File: config.mk
export PLATFORM = sky130hd
export DESIGN_NAME = spawnin_queue_arbiter
export DESIGN_NICKNAME = d
export VERILOG_FILES = /design/src/rtl/spawnin_queue_arbiter.sv
export SDC_FILE = /design/constraint.sdc
export NUM_CORES = 1
export LEC_CHECK = 0
export BUFFER_PORTS_ARGS = -buffer_cell sky130_fd_sc_hd__clkbuf_2
export CORE_AREA = 2 2 202 204
export CTS_BUF_LIST = sky130_fd_sc_hd__clkbuf_8 sky130_fd_sc_hd__clkbuf_16
export DETAILED_ROUTE_END_ITERATION = 8
export DIE_AREA = 0 0 204 206
export PLACE_DENSITY_LB_ADDON = 0.2
export SETUP_SLACK_MARGIN = 0.4
export SLEW_MARGIN = 20
export SYNTH_ARGS = -nofsm -noshare
export SYNTH_HDL_FRONTEND = slang
export SYNTH_SLANG_ARGS = --single-unit
File: constraint.sdc
create_clock -name clk -period 1.85 [get_ports clk]
set_input_delay 0.0925 -clock clk [delete_from_list [all_inputs] [get_ports clk]]
set_output_delay 0.0925 -clock clk [all_outputs]
set_load 0.02 [all_outputs]
File: src/rtl/spawnin_queue_arbiter.sv
// Round-robin, non-preemptive two-master arbiter for the SpawnInQueue BRAM port.
// A master owns the port for as long as it holds req; a watchdog flags long holds.
module spawnin_queue_arbiter #(
  parameter int ADDR_WIDTH = 32,
  parameter int MAX_HOLD   = 0
) (
  input  logic                  clk,
  input  logic                  rstn,
  input  logic                  m0_req,
  output logic                  m0_gnt,
  input  logic [ADDR_WIDTH-1:0] m0_addr,
  input  logic [7:0]            m0_we,
  input  logic [63:0]           m0_din,
  output logic [63:0]           m0_dout,
  output logic                  m0_rvalid,
  input  logic                  m1_req,
  output logic                  m1_gnt,
  input  logic [ADDR_WIDTH-1:0] m1_addr,
  input  logic [7:0]            m1_we,
  input  logic [63:0]           m1_din,
  output logic [63:0]           m1_dout,
  output logic                  m1_rvalid,
  output logic [ADDR_WIDTH-1:0] mem_addr,
  output logic                  mem_en,
  output logic [7:0]            mem_we,
  output logic [63:0]           mem_din,
  input  logic [63:0]           mem_dout,
  output logic                  mem_clk,
  output logic                  mem_rst,
  output logic                  hold_timeout
);

  typedef enum logic [1:0] {
    IDLE,
    OWN0,
    OWN1
  } state_t;

  state_t      state;
  state_t      state_nxt;
  logic        last_owner;
  logic        last_nxt;
  logic [15:0] hold_cnt;
  logic [15:0] hold_inc;
  logic        sel0;
  logic        sel1;
  logic        waiting;
  logic        moving;
  logic        hit;

  always_comb begin
    state_nxt = state;
    last_nxt  = last_owner;
    unique case (state)
      IDLE: begin
        if (m0_req && m1_req)
          state_nxt = last_owner ? OWN0 : OWN1;
        else if (m0_req)
          state_nxt = OWN0;
        else if (m1_req)
          state_nxt = OWN1;
      end
      OWN0: begin
        if (!m0_req) begin
          last_nxt  = 1'b0;
          state_nxt = m1_req ? OWN1 : IDLE;
        end
      end
      OWN1: begin
        if (!m1_req) begin
          last_nxt  = 1'b1;
          state_nxt = m0_req ? OWN0 : IDLE;
        end
      end
      default: state_nxt = IDLE;
    endcase
  end

  always_ff @(posedge clk or negedge rstn) begin
    if (!rstn) begin
      state      <= IDLE;
      last_owner <= 1'b1;
    end else begin
      state      <= state_nxt;
      last_owner <= last_nxt;
    end
  end

  assign m0_gnt = (state == OWN0);
  assign m1_gnt = (state == OWN1);

  // Owner signals reach the BRAM only while its req is still up.
  assign sel0 = m0_gnt && m0_req;
  assign sel1 = m1_gnt && m1_req;

  always_comb begin
    mem_en   = 1'b0;
    mem_we   = '0;
    mem_addr = '0;
    mem_din  = '0;
    unique case (1'b1)
      sel0: begin
        mem_en   = 1'b1;
        mem_we   = m0_we;
        mem_addr = m0_addr;
        mem_din  = m0_din;
      end
      sel1: begin
        mem_en   = 1'b1;
        mem_we   = m1_we;
        mem_addr = m1_addr;
        mem_din  = m1_din;
      end
      default: ;
    endcase
  end

  assign m0_dout = mem_dout;
  assign m1_dout = mem_dout;
  assign mem_clk = clk;
  assign mem_rst = 1'b0;

  always_ff @(posedge clk or negedge rstn) begin
    if (!rstn) begin
      m0_rvalid <= 1'b0;
      m1_rvalid <= 1'b0;
    end else begin
      m0_rvalid <= sel0;
      m1_rvalid <= sel1;
    end
  end

  assign waiting  = (m0_gnt && m1_req) || (m1_gnt && m0_req);
  assign moving   = (state_nxt != state);
  assign hold_inc = (hold_cnt == 16'hFFFF) ? hold_cnt : hold_cnt + 16'd1;
  assign hit      = (MAX_HOLD != 0) &&
                    (int'({16'd0, hold_inc}) >= MAX_HOLD);

  // Flag rises on the edge where the count reaches MAX_HOLD.
  always_ff @(posedge clk or negedge rstn) begin
    if (!rstn) begin
      hold_cnt     <= '0;
      hold_timeout <= 1'b0;
    end else if (moving) begin
      hold_cnt <= '0;
    end else if (waiting) begin
      hold_cnt <= hold_inc;
      if (hit)
        hold_timeout <= 1'b1;
    end
  end

endmodule
==> results of run 1 <==
## layer usage
| layer | track usage [%] | share of wire (%) |
|---|---|---|
| met1 | 5.81 | 37 |
| met2 | 8.50 | 46 |
| met3 | 3.88 | 17 |
| met4 | 0.414 | 0.21 |
| met5 | 0 | 0.094 |
## report_power, final
group          total, mW  internal, mW  switching (mW)
sequential         0.151         0.135          0.0165
combinational       1.84         0.971           0.871
clock              0.708         0.569           0.140
## worst max-delay path by stage
| stage | endpoint | cells past startpoint | slack, ps | from |
|---|---|---|---|---|
| final | mem_din[48] | 6 | -10 | state[1]$_DFFE_PN0P_ |
| after global routing | mem_din[48] | 6 | -50 | state[1]$_DFFE_PN0P_ |
| after detailed placement | mem_addr[16] | 5 | 180 | state[0]$_DFFE_PN0P_ |
| after CTS | mem_din[62] | 6 | -40 | state[1]$_DFFE_PN0P_ |
| after global placement | mem_addr[16] | 5 | 170 | state[0]$_DFFE_PN0P_ |
| after floorplan | mem_addr[0] | 6 | 380 | state[1]$_DFFE_PN0P_ |
## sequential cells by signal, summed over array words and instances, names as in the netlist
register and count:
state 2, m0_rvalid 1, last_owner 1, m1_rvalid 1
## final cells by class
cell class | count | area (sq um)
fill | 4625 | 35300
tap | 532 | 666
clock buffer | 7 | 155
multi-input combinational | 120 | 1410
inverter | 1 | 3.75
clock inverter | 1 | 3.75
timing repair buffer | 340 | 2570
sequential | 5 | 129
## worst reg2reg max path: stages, from the launching register on
cell and delay, ps:
dfrtp_2 380, nor2b_4 170, and2_4 230, buf_12 210
## what timing repair did
action,4_1_cts,5_1_grt
gates cloned,2,6
pin swaps,1,1
gates resized for setup,81,144
endpoints found under the hold margin,5,0
buffers inserted,4,1
hold buffers,1,0
endpoints found under the setup margin,105,105
## synthesized netlist by cell type
cell type and n:
conb_1 1, and2_1 3, o22ai_1 1, or2_1 1, nor2b_1 1, a22o_1 104, a21oi_1 1, dfstp_2 1
buf_2 13, nor2b_4 1, nor2_1 2, inv_1 1, nor2b_2 1, o22a_1 1, o21ai_0 2, buf_4 136
dfrtp_1 4, buf_6 6
## stage by stage
step / hold slack, ps / setup WS, ps / instances / instance area, sq um / total power, mW
6_report: 22.5 / -9.90 / 1006 / 4930 / 2.70
5_1_grt: 47.5 / -53.7 / 1006 / 4930 / 2.85
4_1_cts: 22.8 / -43.1 / 999 / 4520 / 2.52
3_5_place_dp: -64.8 / 183 / 985 / 3870 / 1.61
3_3_place_gp: -63.8 / 172 / 985 / 3870 / 1.64
2_1_floorplan: -203 / 376 / 281 / 2720 / 1.50
## kinds of logic (layout without fill, tap and decap cells)
group | after synthesis | after routing | share of synthesized area, %
buf+inv | 156 | 349 | 50.5
compound gates | 109 | 109 | 41.1
simple gates | 9 | 9 | 2.68
flops | 5 | 5 | 5.52
other cells | 1 | 2 | 0.164
==> flow_metrics.env, run 1 <==
export IMPL_num_vias=2887
export IMPL_drc_errors=0
export IMPL_crit_path_cell_trace="nor2b_4, and2_4, buf_12, clkbuf_16, a22o_4, buf_6"
export IMPL_grt_use_total_pct=5.28
export IMPL_gp_congestion=0.664
export IMPL_path_max_fanout=6
export IMPL_post_drt_wl_per_cell_um=13.8
export IMPL_tns_ps=-40.4
export IMPL_placementRows=74
export IMPL_ys_warn_count=0
export IMPL_fin_crit_sh_pct=101
export IMPL_worstPathRequired_ps=1760
export IMPL_grt_ovfl_total=0
export IMPL_fin_worst_skew_ps=3.58
export IMPL_die_h_um=206
export IMPL_fmaxAchievable_mhz=538
export IMPL_violations="negative setup slack"
export IMPL_drtIter0Drc=56
export IMPL_irDropWorstVdd_v=0.000797
export IMPL_cp_top_family="buffers and inverters"
export IMPL_die_area_sq_mm=0.0420
export IMPL_start_util_pct=5.70
export IMPL_yosys_area_top_type_share_pct=44.6
export IMPL_critical_path_max_stage_delay_ps=420
export IMPL_area_growth_pct=115
export IMPL_r2r_start="state[1]$_DFFE_PN0P_"
export IMPL_outcome="finished with violations"
export IMPL_min_delay_start="m1_req"
export IMPL_setup_worst_path_class="reg -> out"
export IMPL_worstHoldEndpoint="state[1]$_DFFE_PN0P_"
export IMPL_antenna_cells=0
export IMPL_via_per_inst=2.87
export IMPL_hold_depth=3
export IMPL_grt_pass1_vias=2722
export IMPL_syn_instance_count=280
export IMPL_crit_path_end_kind="output port"
export IMPL_reg2regPathDepth=3
export IMPL_port_buffers=321
export IMPL_synthTopCellsByArea="buf_4 45%, a22o_1 40%, dfrtp_1 4.4%"
export IMPL_critical_path_arrival_ps=1770
export IMPL_synth_top_cell_by_area="buf_4"
export IMPL_final_hold_violation_count=0
export IMPL_setup_violations=6
export IMPL_mostFrequentLayoutCells="242 x clkbuf_2, 60 x a22o_1, 45 x buf_6, 44 x a22o_4, 21 x clkbuf_8"
export IMPL_slew_violations=0
export IMPL_routed_wirelength_um=13800
export IMPL_cp_start_kind="register"
export IMPL_min_period_ps=1860
export IMPL_ant_nets=0
export IMPL_nNetsFinal=751
export IMPL_hpwl_um=10500
export IMPL_drive_above_1_share_pct=83.8
export IMPL_antenna_found_initial=1
export IMPL_die_x_um=204
export IMPL_fin_util_pct=12.3
export IMPL_max_cap_viol_count=0
export IMPL_rr_endpoint="m1_rvalid$_DFF_PN0_"
export IMPL_coreArea_sq_mm=0.0402
export IMPL_power_density_mw_per_mm2=548
export IMPL_first_pass_iters=4
export IMPL_io_pins=516
export IMPL_yosys_register_bits=5
export IMPL_syn_mean_instance_area_sq_um=8.18
export IMPL_layout_setup_ws_ps=-9.90
export IMPL_cts_tree="done"
export IMPL_p_leak_nw=2.52
export IMPL_cp_slowest_cell="dfrtp_2"
export IMPL_grt_setup_unrepaired="true"
export IMPL_synth_area_sq_mm=0.00229
export IMPL_yosys_cell_types_count=18
export IMPL_seq_area_frac_synth_pct=5.52
export IMPL_final_common_cell="clkbuf_2"
export IMPL_hold_path_class="in -> reg"
export IMPL_r2r_slack_ps=770
export IMPL_clk_latency_ps=340
export IMPL_grt_start_max_net_pins=36
export IMPL_grt_pass1_wl_um=16300
export IMPL_crit_buf_inv=3
export IMPL_clkTransAtPathRegs_ps=30
Note: power is estimated with default switching activity, not from simulation.
==> run 2, diff against run 1 <==
--- a/config.mk
+++ b/config.mk
@@ -10,7 +10,7 @@
 export CTS_BUF_LIST = sky130_fd_sc_hd__clkbuf_8 sky130_fd_sc_hd__clkbuf_16
 export DETAILED_ROUTE_END_ITERATION = 8
 export DIE_AREA = 0 0 204 206
-export PLACE_DENSITY_LB_ADDON = 0.2
+export PLACE_DENSITY_LB_ADDON = 0.08
 export SETUP_SLACK_MARGIN = 0.4
 export SLEW_MARGIN = 20
 export SYNTH_ARGS = -nofsm -noshare
==> flow_metrics.env, run 2 (synthesis gave the netlist of run 1 again) <==
export IMPL_outcome="finished with violations"
export IMPL_violations="negative setup slack"
export IMPL_multiInputGateArea_sq_mm=0.00140
export IMPL_grt_pass1_wl_um=20000
export IMPL_ant_nets=0
export IMPL_clkTransAtPathRegs_ps=30
export IMPL_drtIter0Drc=85
export IMPL_grt_ovfl_total=0
export IMPL_largest_reg_flops=2
export IMPL_die_h_um=206
export IMPL_setup_worst_path_class="reg -> out"
export IMPL_antenna_cells=0
export IMPL_antenna_found_initial=1
export IMPL_dr_wl_met3_um=2000
export IMPL_post_drt_wl_per_cell_um=15.3
export IMPL_num_vias=3027
export IMPL_met1Wirelength_um=5830
export IMPL_reg2regPathDepth=4
export IMPL_min_delay_start="m1_req"
export IMPL_routed_wirelength_um=15800
export IMPL_min_period_ps=1930
export IMPL_hold_depth=3
export IMPL_drive_above_1_share_pct=84.3
export IMPL_crit_path_end_kind="output port"
export IMPL_grt_use_total_pct=6.44
export IMPL_combPwrFrac_pct=70.5
export IMPL_r2r_slack_ps=680
export IMPL_die_area_sq_mm=0.0420
export IMPL_area_growth_pct=139
export IMPL_coreArea_sq_mm=0.0402
export IMPL_place_ws_ps=185
export IMPL_seqPwrFrac_pct=5.1
export IMPL_nNetsFinal=775
export IMPL_cts_tree="done"
export IMPL_worstPathRequired_ps=1760
export IMPL_placementRows=74
export IMPL_critical_path_max_stage_delay_ps=420
export IMPL_first_pass_iters=4
export IMPL_hpwl_um=10900
export IMPL_dp_cells=989
export IMPL_p_sw_share_pct=37.1
export IMPL_p_leak_nw=2.77
export IMPL_start_util_pct=5.70
export IMPL_top_layer="met5"
export IMPL_rr_endpoint="m0_rvalid$_DFF_PN0_"
export IMPL_intPower_mw=1.88
export IMPL_final_hold_violation_count=0
export IMPL_die_x_um=204
export IMPL_setup_violations=80
export IMPL_final_cells=1030
export IMPL_fin_worst_skew_ps=4.74
export IMPL_via_per_inst=2.94
export IMPL_top_register="state"
export IMPL_hold_path_class="in -> reg"
export IMPL_io_pins=516
export IMPL_irDropWorstVdd_v=0.000525
export IMPL_grt_start_max_net_pins=30
export IMPL_drc_errors=0
export IMPL_final_common_cell="clkbuf_2"
export IMPL_fin_crit_sh_pct=104
export IMPL_max_cap_viol_count=0
export IMPL_power_density_mw_per_mm2=545
export IMPL_grt_pass1_vias=3227
export IMPL_nFillCells=4594
export IMPL_slew_violations=0
export IMPL_clk_latency_ps=340
export IMPL_tns_ps=-3640
export IMPL_path_max_fanout=6
export IMPL_cp_slowest_cell="dfrtp_2"
export IMPL_mostFrequentLayoutCells="228 x clkbuf_2, 61 x a22o_1, 43 x a22o_4, 37 x buf_8, 35 x clkbuf_8"
export IMPL_grt_setup_unrepaired="true"
export IMPL_clockPowerShare_pct=24.4
export IMPL_cp_top_family="buffers and inverters"
export IMPL_wl_met2_um=7820
export IMPL_worstHoldEndpoint="state[1]$_DFFE_PN0P_"
export IMPL_gp_congestion=0.783
export IMPL_crit_path_cell_trace="nor2b_4, and2_4, buf_12, buf_12, buf_16, a22o_4, buf_8"
export IMPL_layout_setup_ws_ps=-78.3
export IMPL_seq_area_sq_um=129
export IMPL_power_switching_mw=1.11
export IMPL_port_buffers=321
export IMPL_cp_start_kind="register"
export IMPL_crit_buf_inv=4
export IMPL_cp_common_cell="buf_12"
export IMPL_fmaxAchievable_mhz=519
export IMPL_r2r_start="state[0]$_DFFE_PN0P_"
export IMPL_critical_path_arrival_ps=1840
-- run 2: cell types whose count changed in the layout (fill, tap and decap cells not counted), sizes merged --
cell	change
bufbuf	+1
clkbuf	-1
buf	+24
-- run 2: worst max-delay path by stage --
| stage | end | depth (start not counted) | slack, ps | from |
|---|---|---|---|---|
| floorplan | mem_addr[0] | 6 | 380 | state[1]$_DFFE_PN0P_ |
| global placement | mem_din[19] | 6 | 210 | state[0]$_DFFE_PN0P_ |
| detailed placement | mem_din[7] | 5 | 190 | state[0]$_DFFE_PN0P_ |
| CTS | mem_din[52] | 7 | -100 | state[1]$_DFFE_PN0P_ |
| global route | mem_din[58] | 7 | -130 | state[1]$_DFFE_PN0P_ |
| finish | mem_din[44] | 7 | -80 | state[1]$_DFFE_PN0P_ |
-- run 2: what timing repair did --
| item | in CTS | in global routing |
|---|---|---|
| gates cloned | 11 | 5 |
| setup buffers | 17 | 0 |
| resized for setup | 167 | 79 |
| endpoints found under the hold margin | 5 | 0 |
| pin swaps | 36 | 8 |
| hold buffers | 1 | 0 |
| setup endpoints to repair | 105 | 105 |
-- run 2: power by group through the flow --
| stage | sequential (mW) | combinational (mW) | clock (mW) |
|---|---|---|---|
| floorplan | 0.158 | 1.28 | 0.0632 |
| global placement | 0.156 | 1.45 | 0.0502 |
| detailed placement | 0.157 | 1.43 | 0.0502 |
| CTS | 0.152 | 2.00 | 0.744 |
| global route | 0.156 | 2.24 | 0.763 |
| finish | 0.152 | 2.11 | 0.729 |
-- run 2: final cells by class --
cell class | instances | area share [%]
Inverter | 1 | 0.0685
Timing Repair Buffer | 364 | 57.1
Sequential cell | 5 | 2.35
Clock buffer | 7 | 2.83
Multi-Input combinational cell | 120 | 25.5
Tap cell | 532 | 12.1
Clock inverter | 1 | 0.0685
-- run 2: metrics by stage --
step           hold WS [ps]  instance area (sq um)  total power [mW]  util [%]
3_3_place_gp          -70.6                   3920              1.65      9.76
3_5_place_dp          -65.9                   3920              1.64      9.76
2_1_floorplan          -203                   2720              1.50         -
5_1_grt                38.9                   5480              3.16      13.6
4_1_cts                19.6                   5270              2.90      13.1
6_report               16.1                   5480              2.99      13.6
-- run 2: metal layers --
| layer | up-vias | GRT usage (%) |
|---|---|---|
| li1 | 1343 | - |
| met5 | - | 0 |
| met4 | 2 | 0.828 |
| met3 | 11 | 3.11 |
| met2 | 327 | 11.7 |
| met1 | 1344 | 6.90 |
-- run 2: worst min-delay path, cell delays in order --
cell and delay (ps):
clkbuf_2 110, inv_1 70, nor2_1 40
==> run 3, diff against run 2 <==
--- a/config.mk
+++ b/config.mk
@@ -10,6 +10,7 @@
 export CTS_BUF_LIST = sky130_fd_sc_hd__clkbuf_8 sky130_fd_sc_hd__clkbuf_16
 export DETAILED_ROUTE_END_ITERATION = 8
 export DIE_AREA = 0 0 204 206
+export HOLD_SLACK_MARGIN = 0.15
 export PLACE_DENSITY_LB_ADDON = 0.08
 export SETUP_SLACK_MARGIN = 0.4
 export SLEW_MARGIN = 20
==> flow_metrics.env, run 3 (synthesis gave the netlist of run 1 again) <==
export IMPL_outcome="finished with violations"
export IMPL_violations="negative setup slack"
export IMPL_top_register="state"
export IMPL_cp_slowest_cell="dfrtp_2"
export IMPL_die_x_um=204
export IMPL_hpwl_um=10900
export IMPL_die_h_um=206
export IMPL_rr_endpoint="m0_rvalid$_DFF_PN0_"
export IMPL_fmaxAchievable_mhz=516
export IMPL_final_common_cell="clkbuf_2"
export IMPL_area_growth_pct=141
export IMPL_nNetsFinal=778
export IMPL_largest_reg_flops=2
export IMPL_drc_errors=0
export IMPL_slew_violations=0
export IMPL_crit_buf_inv=4
export IMPL_first_pass_iters=4
export IMPL_clk_latency_ps=340
export IMPL_path_max_fanout=6
export IMPL_total_power_mw=2.99
export IMPL_r2r_slack_ps=680
export IMPL_max_cap_viol_count=0
export IMPL_irDropWorstVdd_v=0.000531
export IMPL_final_cells=1033
export IMPL_power_density_mw_per_mm2=543
export IMPL_io_pins=516
export IMPL_grt_pass1_vias=3243
export IMPL_layout_setup_ws_ps=-88.0
export IMPL_mostFrequentLayoutCells="227 x clkbuf_2, 61 x a22o_1, 43 x a22o_4, 37 x buf_8, 35 x clkbuf_8"
export IMPL_hold_depth=0
export IMPL_min_period_ps=1940
export IMPL_worstHoldEndpoint="m1_dout[27]"
export IMPL_via_per_inst=2.95
export IMPL_dp_cells=989
export IMPL_drive_above_1_share_pct=83.8
export IMPL_stdcell_area_sq_mm=0.00551
export IMPL_setup_worst_path_class="reg -> out"
export IMPL_antenna_cells=0
export IMPL_worstPathRequired_ps=1760
export IMPL_fin_crit_sh_pct=105
export IMPL_clkTransAtPathRegs_ps=30
export IMPL_drtIter0Drc=100
export IMPL_start_util_pct=5.70
export IMPL_r2r_start="state[0]$_DFFE_PN0P_"
export IMPL_cp_top_family="buffers and inverters"
export IMPL_die_area_sq_mm=0.0420
export IMPL_placementRows=74
export IMPL_post_drt_wl_per_cell_um=15.4
export IMPL_crit_path_cell_trace="nor2b_4, and2_4, buf_12, buf_12, buf_16, a22o_4, buf_8"
export IMPL_p_leak_nw=2.78
export IMPL_critical_path_arrival_ps=1850
export IMPL_port_buffers=321
export IMPL_final_hold_violation_count=0
export IMPL_grt_setup_unrepaired="true"
export IMPL_cp_start_kind="register"
export IMPL_reg2regPathDepth=4
export IMPL_num_vias=3049
export IMPL_grt_ovfl_total=0
export IMPL_setup_violations=78
export IMPL_grt_use_total_pct=6.49
export IMPL_critical_path_max_stage_delay_ps=420
export IMPL_tns_ps=-3710
export IMPL_hold_path_class="in -> out"
export IMPL_grt_start_max_net_pins=30
export IMPL_cp_common_cell="buf_12"
export IMPL_antenna_found_initial=1
export IMPL_cts_tree="done"
export IMPL_ant_nets=0
export IMPL_coreArea_sq_mm=0.0402
export IMPL_grt_pass1_wl_um=20200
export IMPL_crit_path_end_kind="output port"
export IMPL_fin_util_pct=13.7
export IMPL_placed_cell_area_sq_mm=0.00392
export IMPL_min_delay_start="mem_dout[27]"
export IMPL_routed_wirelength_um=15900
export IMPL_gp_congestion=0.783
export IMPL_fin_worst_skew_ps=5.03
-- run 3: changes by cell type in the layout (fill, tap and decap cells not counted), sizes merged --
cell / delta
clkbuf: -1
buf: +1
dlygate4sd3: +3
-- run 3: worst max path at each step --
stage,start,end,slack (ps),cells past startpoint
floorplan,state[1]$_DFFE_PN0P_,mem_addr[0],380,6
global placement,state[0]$_DFFE_PN0P_,mem_din[19],210,6
detailed placement,state[0]$_DFFE_PN0P_,mem_din[7],190,5
CTS,state[1]$_DFFE_PN0P_,mem_din[52],-100,7
global route,state[1]$_DFFE_PN0P_,mem_en,-150,7
finish,state[1]$_DFFE_PN0P_,mem_din[60],-90,7
-- run 3: timing repair --
item                                    CTS  global route
hold endpoints to repair                  8             0
endpoints found under the setup margin  105           105
setup buffers                            17             0
pin swaps                                36             7
hold buffers                              4             0
gates resized for setup                 167            79
cloned                                   11             5
-- run 3: final cells by class --
type                            instances  area, sq um
Inverter                                1         3.75
Tap cell                              532          666
Fill cell                            4595        34700
Clock inverter                          1         3.75
Clock buffer                            7          155
Multi-Input combinational cell        120         1400
Sequential cell                         5          129
Timing Repair Buffer                  367         3160
-- run 3: metrics by stage --
step	worst slack, ps	hold WS (ps)
after floorplan	376	-203
after global placement	206	-70.6
after detailed placement	185	-65.9
after CTS	-100	185
after global routing	-151	185
final	-88.0	185
-- run 3: layer usage --
metal | wire length [um] | vias up | share of wire, % | track usage (%)
met3 | 2000 | 11 | 13 | 3.11
met4 | 94 | 2 | 0.59 | 0.828
met5 | 8 | - | 0.050 | 0
met2 | 7890 | 321 | 50 | 11.8
li1 | - | 1349 | - | -
met1 | 5880 | 1366 | 37 | 6.98
-- run 3: where the power goes --
group          leakage [nW]  internal (mW)  switching, mW
combinational          2.64           1.18          0.932
sequential           0.0602          0.135         0.0175
clock                0.0834          0.570          0.161
total                  2.78           1.88           1.11
-- run 3: worst register-to-register path, stage by stage, from the launching register on --
cell     delay (ps)
dfrtp_2         420
nor2b_4         130
and2_4          190
buf_12          150
buf_16          150
